File: config.mk
export PLATFORM = sky130hd
export DESIGN_NAME = pipeline_hazard_controller
export DESIGN_NICKNAME = d
export VERILOG_FILES = /design/src/rtl/pipeline_hazard_controller.sv
export SDC_FILE = /design/constraint.sdc
export NUM_CORES = 1
export LEC_CHECK = 0
export ABC_AREA = 1
export CAP_MARGIN = 20
export CORE_MARGIN = 2
export CORE_UTILIZATION = 45
export DETAILED_ROUTE_END_ITERATION = 8
export HOLD_SLACK_MARGIN = 0.12
export PLACE_DENSITY_LB_ADDON = 0.12
export SYNTH_ARGS = -nofsm -noshare
export SYNTH_HDL_FRONTEND = slang
export SYNTH_SLANG_ARGS = --single-unit
File: constraint.sdc
create_clock -name clk -period 2.1 [get_ports clk]
set_clock_uncertainty 0.05 [all_clocks]
set_input_delay 0.63 -clock clk [delete_from_list [all_inputs] [get_ports clk]]
set_output_delay 0.63 -clock clk [all_outputs]
set_load 0.02 [all_outputs]
File: src/rtl/pipeline_hazard_controller.sv
// Stall/flush/bubble sequencer for the 24-bit fetch/decode/execute pipeline.
// Resolves load-use hazards, taken-branch flushes and multi-cycle memory waits.
module pipeline_hazard_controller #(
  parameter int FLUSH_CYCLES = 2,
  parameter int MEM_TIMEOUT  = 15,
  parameter int CNT_W        = 16
) (
  input  logic             clk,
  input  logic             reset,
  input  logic             ex_is_load,
  input  logic [3:0]       ex_rd,
  input  logic [3:0]       dec_rs1,
  input  logic [3:0]       dec_rs2,
  input  logic             dec_use_rs1,
  input  logic             dec_use_rs2,
  input  logic             branch_taken,
  input  logic             mem_req,
  input  logic             mem_ready,
  input  logic             clear_counts,
  output logic             stall_f,
  output logic             stall_d,
  output logic             bubble_e,
  output logic             stall_e,
  output logic             flush_fd,
  output logic             busy,
  output logic             mem_timeout,
  output logic [CNT_W-1:0] stall_count,
  output logic [CNT_W-1:0] flush_count
);
  localparam logic [1:0] S_RUN      = 2'd0;
  localparam logic [1:0] S_MEM_WAIT = 2'd1;
  localparam logic [1:0] S_FLUSH    = 2'd2;

  logic [1:0]       state_q, state_d;
  logic [2:0]       fc_q, fc_d;
  logic [7:0]       wc_q, wc_d;
  logic             to_q, to_d;
  logic [CNT_W-1:0] sc_q, fcnt_q;
  logic             hz, br_acc;
  logic             sf, sd, be, se, ff;

  assign hz = ex_is_load && (ex_rd != 4'd0) &&
              ((dec_use_rs1 && (dec_rs1 == ex_rd)) || (dec_use_rs2 && (dec_rs2 == ex_rd)));

  always_comb begin
    state_d = state_q;
    fc_d    = fc_q;
    wc_d    = wc_q;
    to_d    = to_q;
    br_acc  = 1'b0;
    sf = 1'b0; sd = 1'b0; be = 1'b0; se = 1'b0; ff = 1'b0;
    case (state_q)
      S_RUN: begin
        if (mem_req && !mem_ready) begin
          sf = 1'b1; sd = 1'b1; se = 1'b1;
          state_d = S_MEM_WAIT;
          wc_d    = 8'd1;
        end else if (branch_taken) begin
          ff = 1'b1; be = 1'b1; br_acc = 1'b1;
          if (FLUSH_CYCLES > 1) begin
            state_d = S_FLUSH;
            fc_d    = 3'(FLUSH_CYCLES - 1);
          end
        end else if (hz) begin
          sf = 1'b1; sd = 1'b1; be = 1'b1;
        end
      end
      S_MEM_WAIT: begin
        // Execute is frozen here, so branch and hazard inputs are stale.
        if (mem_ready) begin
          state_d = S_RUN;
        end else begin
          sf = 1'b1; sd = 1'b1; se = 1'b1;
          wc_d = wc_q + 8'd1;
          if (wc_q == 8'(MEM_TIMEOUT)) begin
            to_d    = 1'b1;
            state_d = S_RUN;
          end
        end
      end
      S_FLUSH: begin
        ff = 1'b1; be = 1'b1;
        fc_d = fc_q - 3'd1;
        if (fc_q == 3'd1) state_d = S_RUN;
      end
      default: state_d = S_RUN;
    endcase
  end

  // Reset masks the controls combinationally so they drop without a clock.
  assign stall_f     = reset & sf;
  assign stall_d     = reset & sd;
  assign bubble_e    = reset & be;
  assign stall_e     = reset & se;
  assign flush_fd    = reset & ff;
  assign busy        = (state_q != S_RUN);
  assign mem_timeout = to_q;
  assign stall_count = sc_q;
  assign flush_count = fcnt_q;

  always_ff @(posedge clk or negedge reset) begin
    if (!reset) begin
      state_q <= S_RUN;
      fc_q    <= 3'd0;
      wc_q    <= 8'd0;
      to_q    <= 1'b0;
    end else begin
      state_q <= state_d;
      fc_q    <= fc_d;
      wc_q    <= wc_d;
      to_q    <= to_d;
    end
  end

  always_ff @(posedge clk or negedge reset) begin
    if (!reset) begin
      sc_q   <= '0;
      fcnt_q <= '0;
    end else if (clear_counts) begin
      sc_q   <= '0;
      fcnt_q <= '0;
    end else begin
      if (stall_f && (sc_q != '1)) sc_q <= sc_q + CNT_W'(1);
      if (br_acc && (fcnt_q != '1)) fcnt_q <= fcnt_q + CNT_W'(1);
    end
  end
endmodule

==> flow_summary.yaml <==
routing:
  wl_per_cell_um: 13.1
  wirelength_mm: 7.53
  vias: 2937
  drcViolationCount: 0
  antenna_left: 0
  viasPerCell: 5.11
  initialDrtViolationCount: 158
  first_pass_iters: 5
placement:
  hpwl_mm: 5.25
  place_ws_ns: -1.07
  port_buffers: 59
  gp_congestion: 0.961
synthesis:
  async_reset_ff_frac: 1.00
  syn_nets: 431
  synth-seq-area-share: 0.399
  ys.flop_type: "dfrtp_1"
  synth_edf_count: 0
  syn_inst: 405
  yosysUniqueCellTypes: 33
  yosys_warnings: 0
  ys_ff_latch: 46
  yosys-top-cells-count: "nand2_1 (101), nor2_1 (61), inv_1 (51)"
  synth.largest_area_cell: "dfrtp_1"
  synth.cell_area_um2: 2890
  synth_area_leaders: "dfrtp_1 (40%), nand2_1 (13%), nor2_1 (7.9%)"
  yosysMostFrequentCell: "nand2_1"
  synthDominantCellAreaShare: 0.399
  synth_area_per_cell_um2: 7.12
sta:
  min_period_ns: 2.23
  setup_violations: 3
  slew_headroom: 0.594
  min_period_over_period: 1.06
  worst_pin_slew_ns: 0.610
  slew_viol_final: 0
  whs_ns: 0.412
  rsz0062_at_grt: "true"
  final-hold-violation-count: 0
  worst_slack_ns: -0.132
  fmax_mhz: 448
power:
  vdd_drop_max_mv: 0.461
  leakage_nw: 2.13
  powerDensity_nw_per_um2: 680
floorplan:
  dieArea_um2: 7070
  core_area_um2: 6280
  initial_core_util: 0.460
  die_x_um: 84.1
  die_y_um: 84.1
  io_pins: 60
  rows: 29
worst_hold_path:
  hp-class: "reg -> reg"
  worstHoldPathCells: 1
run_status:
  violations: "setup timing"
  status: "finished, violations left"
cts:
  ctsHtreeMaxLevel: 2
  clock_path_buffers: 2
  cts_buffers: 5
  path_clk_slew_ns: 0.09
  clk_latency_ns: 0.31
  cts_num_sinks: 46
  cts_tree: "built"
  cts_root_buf: "clkbuf_8"
setup_path:
  cp.required_ns: 1.42
  crit_top_cell: "nand2_2"
  crit_chain: "buf_8 > nand2_2 > nand2_2 > nor2_1 > nand3_1 > nand2_1 > nand3_2 > a21oi_4 > buf_6"
  rr_worst_depth: 13
  end_kind: "output pin"
  cp.arrival_ns: 1.55
  cpMaxStageDelayCell: "a21oi_4"
  critPathMaxFanout: 4
  cp-start-kind: "input port"
  worstSetupPathType: "in -> out"
  max_stage_delay_ns: 0.19
job:
  cap_violations: 0
global_route:
  grt_max_degree: 48
  grt_use_total: 0.219
  antenna_found_initial: 0
  grt_pass1_wl_mm: 12.7
  grt_pass1_vias: 2746
  gr-total-overflow: 0
final_layout:
  fillCellCount: 591
  num-nets-final: 523
  drive_gt1_frac: 0.217
  syn_to_final_growth_pct: 40.2
  diodes: 0
layout make-up:
cell class              count  area (µm²)  share of cell area
repair buffers             94         895               0.221
multi-input cells         299        1590               0.394
inverters                  51         196              0.0485
clock buffers               5        68.8              0.0170
well taps                  77        96.3              0.0238
flip-flops and latches     46        1150               0.284
clock inverters             3        45.0              0.0111
flip-flops by register name (all words and copies together), names as in the netlist:
signal / flops
state_q: 2
stall_count: 16
flush_count: 16
wc_q: 8
fc_q: 3
mem_timeout: 1
worst paths after layout:
kind	endpoint	slack, ns	start
setup / recovery	stall_d	-0.13	ex_rd[1]
hold / removal	fc_q[2]	0.41	fc_q[2]
setup reg to reg	wc_q[6]	0.15	state_q[1]
hold reg to reg	fc_q[2]	0.41	fc_q[2]
max in group asynchronous	flush_count[7]	1.14	reset
min in group asynchronous	state_q[1]	0.44	reset
placed cells by master, fill, tap and decap left out, types with 2 or more instances in the layout:
master and count:
nand3_2 4, clkinvlp_4 2, buf_8 3, inv_4 2, nand3_1 38, dlymetal6s2s_1 11, nor2_4 3, nand4_1 7
ha_1 5, inv_2 9, nand2_2 10, nand2_4 3, buf_2 6, nor2_2 6, clkbuf_8 5, clkdlybuf4s50_1 14
o21ai_0 15, xor2_1 12, buf_12 3, inv_1 40, nor3_1 11, a31oi_1 3, nor2_1 54, nand2_1 91
o31ai_1 5, dlygate4sd2_1 12, nor3b_1 3, dfrtp_1 46, a21oi_1 14, clkbuf_2 2, buf_6 11, buf_4 31
xnor2_1 3
worst max-delay path, delay by kind of cell:
| family | cells | cell delay, ns |
|---|---|---|
| AO/OA/AOI/OAI | 1 | 0.19 |
| buffers and inverters | 2 | 0.24 |
| AND/OR/NAND/NOR | 6 | 0.49 |
metrics by stage:
| stage | instances | setup TNS [ns] | total power [W] | utilization | cell area, µm² |
|---|---|---|---|---|---|
| after detailed placement | 559 | -16.46 | 0.00197 | 0.601 | 3770 |
| after CTS | 573 | -0.313 | 0.00271 | 0.629 | 3950 |
| after floorplan | 405 | -0.0460 | 0.00152 | - | 2910 |
| final | 575 | -0.311 | 0.00275 | 0.645 | 4050 |
| after global routing | 575 | -0.640 | 0.00294 | 0.645 | 4050 |
| after global placement | 559 | -14.71 | 0.00193 | 0.601 | 3770 |
logic make-up (layout without fill, tap and decap cells):
group / Yosys count / after routing / share of synthesized area
DFF: 46 / 46 / 0.399
adders and majority gates: 5 / 5 / 0.0217
and+or+nand+nor: 235 / 235 / 0.362
xor gates and xnor gates: 16 / 16 / 0.0486
AOI/OAI and AO/OA: 43 / 43 / 0.0841
buffers and inverters: 60 / 153 / 0.0850
routing by layer:
layer  track usage  vias up  wire [µm]  part of all wire
met4        0.0865        0        180             0.024
met5             0        -          0                 0
met1         0.300     1338       3380              0.45
li1              -     1483          -                 -
met3        0.0415       14        454             0.060
met2         0.342      102       3510              0.47
where the power goes:
group	total [W]	switching (W)	leakage, nW	internal, W
clock	0.000686	0.000331	0.0504	0.000354
sequential	0.00104	0.0000647	0.624	0.000977
combinational	0.00103	0.000562	1.45	0.000464
total	0.00275	0.000957	2.13	0.00180
what timing repair did:
action,CTS,global route
pin swaps,27,21
hold buffers,0,0
setup buffers,6,2
endpoints found under the setup margin,33,17
gates resized for setup,127,36
(Power assumes the default switching activity.)
